$ cat src/rtl/uart_tx_sched_pkg.sv
// Shared types and constants for the UART word scheduler.
// UART_TX_SCHED_TAG_EN adds the WAIT_TAG state for tagged words.
package uart_tx_sched_pkg;

    localparam logic [3:0] TAG_NIBBLE = 4'hA;
    localparam int         MAX_REQ    = 16;

`ifdef UART_TX_SCHED_TAG_EN
    typedef enum logic [1:0] {
        IDLE,
        WAIT_TAG,
        WAIT_HI,
        WAIT_LO
    } state_t;
`else
    typedef enum logic [1:0] {
        IDLE,
        WAIT_HI,
        WAIT_LO
    } state_t;
`endif

endpackage

$ cat src/rtl/uart_tx_word_sched_rr_arbiter.sv
// Combinational round-robin pick: first request at or after ptr.
// Outputs a one-hot grant, its index and a valid flag.
module rr_arbiter #(
    parameter int N  = 4,
    parameter int IW = 2
) (
    input  logic [N-1:0]  req,
    input  logic [IW-1:0] ptr,
    output logic [N-1:0]  grant,
    output logic [IW-1:0] idx,
    output logic          valid
);

    // Walk offsets from far to near so the nearest request wins.
    always_comb begin
        idx = '0;
        for (int i = N - 1; i >= 0; i--) begin
            if (req[(int'(ptr) + i) % N]) begin
                idx = IW'((int'(ptr) + i) % N);
            end
        end
        valid      = |req;
        grant      = '0;
        grant[idx] = valid;
    end

endmodule

$ cat src/rtl/uart_tx_word_sched.sv
// Shares one byte UART between N_REQ 16-bit word requesters.
// Define UART_TX_SCHED_TAG_EN to prefix each word with a tag byte.
module uart_tx_word_sched
    import uart_tx_sched_pkg::*;
#(
    parameter int N_REQ = 4
) (
    input  logic              clk,
    input  logic              rst_n,
    input  logic [N_REQ-1:0]  i_req,
    input  logic [16*N_REQ-1:0] i_data,
    output logic [N_REQ-1:0]  o_ack,
    output logic              o_tx_en,
    output logic [7:0]        o_tx_data,
    input  logic              i_tx_done,
    output logic              o_busy
);

    localparam int IW = (N_REQ > 1) ? $clog2(N_REQ) : 1;

    state_t           state, state_n;
    logic [IW-1:0]    ptr, ptr_n;
    logic [7:0]       lo_q, lo_n;
`ifdef UART_TX_SCHED_TAG_EN
    logic [7:0]       hi_q, hi_n;
`endif
    logic [N_REQ-1:0] ack_n;
    logic             tx_en_n;
    logic [7:0]       tx_data_n;
    logic             busy_n;

    logic [N_REQ-1:0] g_onehot;
    logic [IW-1:0]    g_idx;
    logic             g_valid;
    logic [15:0]      g_word;
    logic             done_ok;

    rr_arbiter #(
        .N  (N_REQ),
        .IW (IW)
    ) u_arb (
        .req   (i_req),
        .ptr   (ptr),
        .grant (g_onehot),
        .idx   (g_idx),
        .valid (g_valid)
    );

    assign g_word  = i_data[16*g_idx +: 16];
    // A done landing on an issue cycle cannot belong to the new byte.
    assign done_ok = i_tx_done && !o_tx_en;

    always_comb begin
        state_n   = state;
        ptr_n     = ptr;
        lo_n      = lo_q;
`ifdef UART_TX_SCHED_TAG_EN
        hi_n      = hi_q;
`endif
        ack_n     = '0;
        tx_en_n   = 1'b0;
        tx_data_n = o_tx_data;
        busy_n    = o_busy;
        unique case (state)
            IDLE: begin
                if (g_valid) begin
                    lo_n    = g_word[7:0];
                    ack_n   = g_onehot;
                    tx_en_n = 1'b1;
                    busy_n  = 1'b1;
                    if (g_idx == IW'(N_REQ - 1))
                        ptr_n = '0;
                    else
                        ptr_n = g_idx + IW'(1);
`ifdef UART_TX_SCHED_TAG_EN
                    hi_n      = g_word[15:8];
                    tx_data_n = {TAG_NIBBLE, 4'(g_idx)};
                    state_n   = WAIT_TAG;
`else
                    tx_data_n = g_word[15:8];
                    state_n   = WAIT_HI;
`endif
                end
            end
`ifdef UART_TX_SCHED_TAG_EN
            WAIT_TAG: begin
                if (done_ok) begin
                    tx_en_n   = 1'b1;
                    tx_data_n = hi_q;
                    state_n   = WAIT_HI;
                end
            end
`endif
            WAIT_HI: begin
                if (done_ok) begin
                    tx_en_n   = 1'b1;
                    tx_data_n = lo_q;
                    state_n   = WAIT_LO;
                end
            end
            WAIT_LO: begin
                if (done_ok) begin
                    busy_n  = 1'b0;
                    state_n = IDLE;
                end
            end
            default: state_n = IDLE;
        endcase
    end

    always_ff @(posedge clk or negedge rst_n) begin
        if (!rst_n) begin
            state     <= IDLE;
            ptr       <= '0;
            lo_q      <= '0;
`ifdef UART_TX_SCHED_TAG_EN
            hi_q      <= '0;
`endif
            o_ack     <= '0;
            o_tx_en   <= 1'b0;
            o_tx_data <= 8'h00;
            o_busy    <= 1'b0;
        end else begin
            state     <= state_n;
            ptr       <= ptr_n;
            lo_q      <= lo_n;
`ifdef UART_TX_SCHED_TAG_EN
            hi_q      <= hi_n;
`endif
            o_ack     <= ack_n;
            o_tx_en   <= tx_en_n;
            o_tx_data <= tx_data_n;
            o_busy    <= busy_n;
        end
    end

endmodule

$ cat config.mk
export PLATFORM = sky130hd
export DESIGN_NAME = uart_tx_word_sched
export DESIGN_NICKNAME = d
export VERILOG_FILES = /design/src/rtl/uart_tx_sched_pkg.sv /design/src/rtl/uart_tx_word_sched_rr_arbiter.sv /design/src/rtl/uart_tx_word_sched.sv
export SDC_FILE = /design/constraint.sdc
export NUM_CORES = 1
export LEC_CHECK = 0
export BUFFER_PORTS_ARGS = -buffer_cell sky130_fd_sc_hd__buf_2
export CELL_PAD_IN_SITES_DETAIL_PLACEMENT = 1
export CELL_PAD_IN_SITES_GLOBAL_PLACEMENT = 1
export CORE_MARGIN = 2
export CORE_UTILIZATION = 34
export CTS_CLUSTER_SIZE = 12
export DETAILED_ROUTE_END_ITERATION = 8
export GPL_TIMING_DRIVEN = 1
export HOLD_SLACK_MARGIN = 0.15
export PLACE_DENSITY = 0.86
export SETUP_SLACK_MARGIN = 0.3
export SLEW_MARGIN = 15
export SYNTH_ARGS = -nofsm -noshare
export SYNTH_HDL_FRONTEND = slang
export SYNTH_SLANG_ARGS = --single-unit
$ cat constraint.sdc
create_clock -name clk -period 2.15 [get_ports clk]
set_input_delay 0.3225 -clock clk [delete_from_list [all_inputs] [get_ports clk]]
set_output_delay 0.3225 -clock clk [all_outputs]
set_load 0.05 [all_outputs]
Word-level counts from Yosys, hierarchy flattened
Cells that the tools add are included.
- logic and storage cells: 75
- bits of input ports: 71
- register bits after elaboration: 26
- output and inout bits: 14
- mux-type cells: 33
- reductions and logical operators: 14
- $add $sub $neg: 4
- equal/unequal tests: 6
- shifts and indexed selects: 1
- bitwise logic cells: 4
- $lt $le $gt $ge: 6
- operators by type and width (kind ; number):
    64-bit by 7-bit variable part select with 16-bit output ; 1
    2-bit two-way mux ; 8
    8-bit two-way mux ; 2
    8-bit case mux with 2 select lines ; 1
    3-bit by 4-bit less-than comparator with 1-bit output, second input constant ; 3
    1-bit two-way mux ; 12
    3-bit AND reduction ; 3
    1-bit binary-select mux with 2-bit select ; 4
    4-bit two-way mux ; 2
    2-bit by 3-bit less-than comparator with 1-bit output, second input constant ; 2
    2-bit inequality test, second input constant ; 3
    2-bit case mux with 3 select lines ; 1
    2-bit OR reduction ; 3
    2-bit by 1-bit adder with 2-bit output, second input constant ; 2
    2-bit adder, second input constant ; 2
    4-bit AND ; 1
    2-bit == test, second input constant ; 2
    1-bit case mux with 2 select lines ; 2
    2-bit nonzero test ; 2
    4-bit OR reduction ; 1
    1-bit AND, first input constant ; 3
    1-bit demux with 2-bit select ; 1
    2-bit by 1-bit == test with 1-bit output, second input constant ; 1
    2-bit by 1-bit greater-or-equal comparator with 1-bit output, second input constant ; 1
    4 further kinds ; 5

Logic depth before layout (Yosys ltp)
- depth after elaboration: 17
- gate-level depth with buffers: 8

Modules after synthesis
From an unflattened synthesis, not the netlist that was laid out.
- cell total of the unflattened synthesis: 166
- area, all modules: 1722.9 µm²
- by module, submodules not included (module ; cells an instance ; seq. area each (µm²) ; area each (µm²) ; instances):
    uart_tx_word_sched ; 133 ; 650.6 ; 1511.4 ; 1
    rr_arbiter ; 33 ; 0.0 ; 211.5 ; 1

Worst setup path after synthesis
No wires, ideal clock.
- kind: register to register
- start point: register ptr[1]
- end point: register o_tx_data[0]
- buffers on the path: 2
- cell stages (with the launch flop): 9
- slack: 0.440 ns
- arrival: 1.584 ns
- cell sequence: dfrtp_1 > a21oi_2 > o21ai_2 > a2bb2oi_2 > buf_6 > buf_6 > mux2i_1 > mux2i_1 > a221o_1
- longest elaborated chain between the ends: 11
- elaborated cells on any way between the ends: 21
- those cells by class: add/sub: 3; shift: 1; mux: 17
- ends and longest elaborated chain (element ; line ; RTL):
    from (decl) ; uart_tx_word_sched.sv:22 ; logic [IW-1:0] ptr, ptr_n;
    from (signal assigned) ; uart_tx_word_sched.sv:125 ; ptr <= ptr_n;
    2-bit adder ; uart_tx_word_sched_rr_arbiter.sv:18, uart_tx_word_sched_rr_arbiter.sv:19 ;
    1-bit binary-select mux with 2-bit select ; uart_tx_word_sched_rr_arbiter.sv:18 ; if (req[(int'(ptr) + i) % N]) begin
    1-bit two-way mux (implied by the code) (2 in a row) ; uart_tx_word_sched_rr_arbiter.sv:18 ;
    2-bit two-way mux (3 in a row) ; uart_tx_word_sched_rr_arbiter.sv:18 ;
    2-bit two-way mux * ; uart_tx_word_sched_rr_arbiter.sv:18 ;
    64-bit by 7-bit variable part select with 16-bit output * ; uart_tx_word_sched.sv:49 ; assign g_word = i_data[16*g_idx +: 16];
    8-bit two-way mux * ; uart_tx_word_sched.sv:66 ; if (g_valid) begin
    8-bit case mux with 2 select lines * ; uart_tx_word_sched.sv:64 ; unique case (state)
    to (signal assigned) ; uart_tx_word_sched.sv:132 ; o_tx_data <= tx_data_n;
    to (decl) ; uart_tx_word_sched.sv:14 ; output logic [7:0] o_tx_data,
Mark *: on every way between the ends. The rest lies on a longest branch, timed or not. The select of a mux whose other input is x is not followed.
A chain may end at the register's enable or synchronous reset.

Final worst setup path
- start point: register ptr[1]
- end point: register o_tx_data[1]
Same word-level chain as after synthesis.

==> key figures <==
Layout
  • Nets: 315
  • Share of layout cells above drive strength 1: 52.7%
  • Most frequent cells in the layout: sky130_fd_sc_hd__buf_2, sky130_fd_sc_hd__mux2i_1, sky130_fd_sc_hd__dfrtp_1
  • Number of filler instances in the final layout: around 580
  • Number of inserted diodes: 0
  • Most common cell after layout, fill and taps aside: sky130_fd_sc_hd__buf_2
  • Post-synthesis to final-layout area growth: 36.9%

Clocking
  • Number of H-tree levels: 1
  • Root buffer cell: sky130_fd_sc_hd__clkbuf_8
  • Clock transition at path regs: 80 ps
  • Clock tree from TritonCTS: yes
  • Latest clock arrival within the worst-skew pair: 270 ps
  • Clock buffers created by TritonCTS: 3
  • Buffer levels on the longest clock path: 2
  • Clock sink count: 26

Detailed routing
  • Number of design rule violations left after detail routing: 0
  • DR pass1 iterations: 4
  • Mean routed wirelength per cell: between 15 and 20 microns
  • Via count: 1524
  • Drt first-iter violations: 60
  • Final routed wirelength across all metal layers: 4650 microns
  • Number of routed nets with antenna violations: 0
  • Detail-routed via count per cell: slightly below 5

Status
  • Status: finished clean

GRT
  • First-pass GRT wire length: 7450 microns
  • Vias in the first global route: 1598
  • Largest net degree at the start of global routing: 27
  • Total grt overflow: 0
  • Antenna violations before repair: 0
  • All-layer global routing usage: 17.5%

Worst setup path
  • Max stage delay cell, worst path: sky130_fd_sc_hd__dfrtp_2
  • Endpoint of the worst-slack reg-to-reg timing path: o_tx_data[1]
  • R2R Path Start: ptr[1]
  • CP bufs+invs: 1
  • Capturing element type of the critical path: register
  • Required time of the critical path: 2310 ps
  • Critical Path, Cell by Cell: a21oi_2 > o21ai_2 > a2bb2oi_4 > buf_12 > mux2i_2 > mux2i_1 > a221o_1
  • Setup slack of the worst register-to-register path: 340 ps
  • Cell family with the largest share of critical-path delay: compound AO/OA/AOI/OAI gates
  • Slowest Stage Delay on Critical Path: 430 ps
  • CP Data Arrival Time: 1970 ps
  • Nature of the critical path startpoint: register
  • CP Class: register to register
  • Crit Path Max Fanout: 10
  • Worst Reg2Reg Path Length in Cells: 7

STA
  • Crit share post-route: a little over four fifths
  • Endpoints failing hold: 0
  • Maximum clock rate: 553 MHz
  • Final setup vio count: 0
  • Worst setup skew after layout: approximately 1.4 ps
  • Slew of the pin with the lowest slew margin: 587 ps
  • Setup_tns: 0 ps
  • Setup repair after global routing missed its margin: true
  • Slew HR: 60.9%
  • Fin. max-slew vios: 0
  • Period minus WS final: 1810 ps

Power
  • Power density over cell area: 1380 nW/um^2
  • Total leakage power: 1.21 nW
  • Post-layout total power: 0.00322 W
  • Worst-case vdd ir drop: 0.415 mV

Synthesis
  • Cell taking the most area after synthesis: sky130_fd_sc_hd__dfrtp_1
  • Yosys top cell area share: about two fifths
  • #FFs+latches synth: 26
  • Net count after synthesis: around 220
  • Netlist cell types: 31
  • Synth Area per Inst: between 10 and 15 sq um
  • Top area cells in the synthesized netlist: sky130_fd_sc_hd__dfrtp_1, sky130_fd_sc_hd__mux2i_1, sky130_fd_sc_hd__mux2_2, sky130_fd_sc_hd__a221o_1, sky130_fd_sc_hd__o21ai_2
  • Post-synthesis instance area: 1700 sq um
  • Number of enable-type register cells in the synthesized netlist: 0
  • Most instantiated flip-flop cell in the synthesis netlist: sky130_fd_sc_hd__dfrtp_1
  • Proportion of synthesized chip area in sequential cells: 38.3%
  • Cells after Synth: around 150
  • Fraction of registers with async set/reset: 100%
  • Synth warnings: 0

Place
  • Quantity of I/O buffers inserted on ports: 84
  • Post-detailed-placement half-perimeter wirelength: 3530 microns
  • Routability cong.: a little over 0.7

Die
  • Die Wd: 74.7 microns
  • Die Span Y: ~75 microns
  • Die area: 5580 sq um
  • Boundary pin count: 85
  • Number of cell rows: 25
  • Core Box Area: 4790 sq um
  • Initial standard-cell utilization of the core: 35.5%

Worst hold path
  • Endpoint of the worst hold path: o_busy
  • HP Class: register to register
  • Number of cells traversed by the worst hold path: 2
  • Critical hold path startpoint: o_busy

Run
  • Max-cap violations: 0
## layout make-up
| cell class | instances | area (sq um) | share of cell area [%] |
|---|---|---|---|
| inverters | 4 | 15.0 | 0.646 |
| repair buffers | 97 | 576 | 24.7 |
| clock buffers | 3 | 41.3 | 1.78 |
| well taps | 67 | 83.8 | 3.60 |
| multi-input cells | 111 | 958 | 41.2 |
| flip-flops and latches | 26 | 652 | 28.0 |
## per-layer routing
metal / track usage (%) / part of all wire [%] / vias to the layer above
met4: 4.17 / 0.80 / 0
met3: 2.81 / 5.3 / 5
met2: 32.0 / 53 / 50
met5: 0 / 0 / -
met1: 21.7 / 41 / 728
li1: - / - / 741
## how the worst max path moves through the flow
stage                     slack, ps            to  cells after the start      from
final                           340  o_tx_data[1]                      7    ptr[1]
after CTS                       300  o_tx_data[1]                      7    ptr[1]
after global placement          300       lo_q[0]                      8  i_req[0]
after global routing            260  o_tx_data[1]                      7    ptr[1]
after detailed placement        170  o_tx_data[1]                      7  i_req[0]
after floorplan                 440  o_tx_data[0]                      8    ptr[1]
## synthesized netlist by cell type (2+ instances only)
library cell                n
sky130_fd_sc_hd__o21ai_2    9
sky130_fd_sc_hd__nand2_1   14
sky130_fd_sc_hd__a21oi_1    3
sky130_fd_sc_hd__and3_1     8
sky130_fd_sc_hd__dfrtp_1   26
sky130_fd_sc_hd__mux2_2     8
sky130_fd_sc_hd__buf_6      2
sky130_fd_sc_hd__nor2_1     2
sky130_fd_sc_hd__inv_1      2
sky130_fd_sc_hd__a22o_1     2
sky130_fd_sc_hd__nor3_1     2
sky130_fd_sc_hd__buf_12     2
sky130_fd_sc_hd__clkbuf_1   4
sky130_fd_sc_hd__mux2i_1   40
sky130_fd_sc_hd__inv_2      2
sky130_fd_sc_hd__a221o_1    8
sky130_fd_sc_hd__nor2b_1    3
## cell families (layout without fill, tap and decap cells)
logic type / count (synthesis) / in the layout / share of synthesized area [%]
fa+ha+maj: 1 / 1 / 0.736
simple gates: 34 / 34 / 10.5
compound gates: 28 / 28 / 14.7
mux: 48 / 48 / 28.9
buf+inv: 14 / 104 / 6.85
flops: 26 / 26 / 38.3
## metrics by stage
stage          hold slack [ps]  setup slack (ps)  instance area [sq um]  util (%)  std cells
4_1_cts                    482               303                   2310      48.2        306
6_report                   473               340                   2330      48.6        308
2_1_floorplan             26.9               440                   1700         -        151
3_3_place_gp               355               297                   2210      46.1        299
3_5_place_dp               362               171                   2210      46.1        299
5_1_grt                    494               258                   2330      48.6        308
## timing repair
item                                    4_1_cts  5_1_grt
cloned                                        1        0
endpoints found under the setup margin       13       11
hold buffers                                  1        0
setup buffers                                 2        2
pin swaps                                     1        1
gates resized for setup                       3        3
endpoints found under the hold margin        26        0
## registers in the layout (all words and copies together), names as in the netlist
signal	count
lo_q	8
o_tx_data	8
o_ack	4
ptr	2
state	2
o_busy	1
o_tx_en	1
## where the power goes
part / leakage [nW] / internal, W / switching (W)
logic: 0.874 / 0.000875 / 0.00122
registers: 0.317 / 0.000719 / 0.000125
clock network: 0.0216 / 0.000126 / 0.000152
total: 1.21 / 0.00172 / 0.00150
## worst register-to-register path, stage by stage, from the launching register on
cell and delay [ps]:
sky130_fd_sc_hd__dfrtp_2 430, sky130_fd_sc_hd__a21oi_2 140, sky130_fd_sc_hd__o21ai_2 80, sky130_fd_sc_hd__a2bb2oi_4 220, sky130_fd_sc_hd__buf_12 180, sky130_fd_sc_hd__mux2i_2 240
sky130_fd_sc_hd__mux2i_1 100, sky130_fd_sc_hd__a221o_1 300
Note: power is estimated with default switching activity, not from simulation.
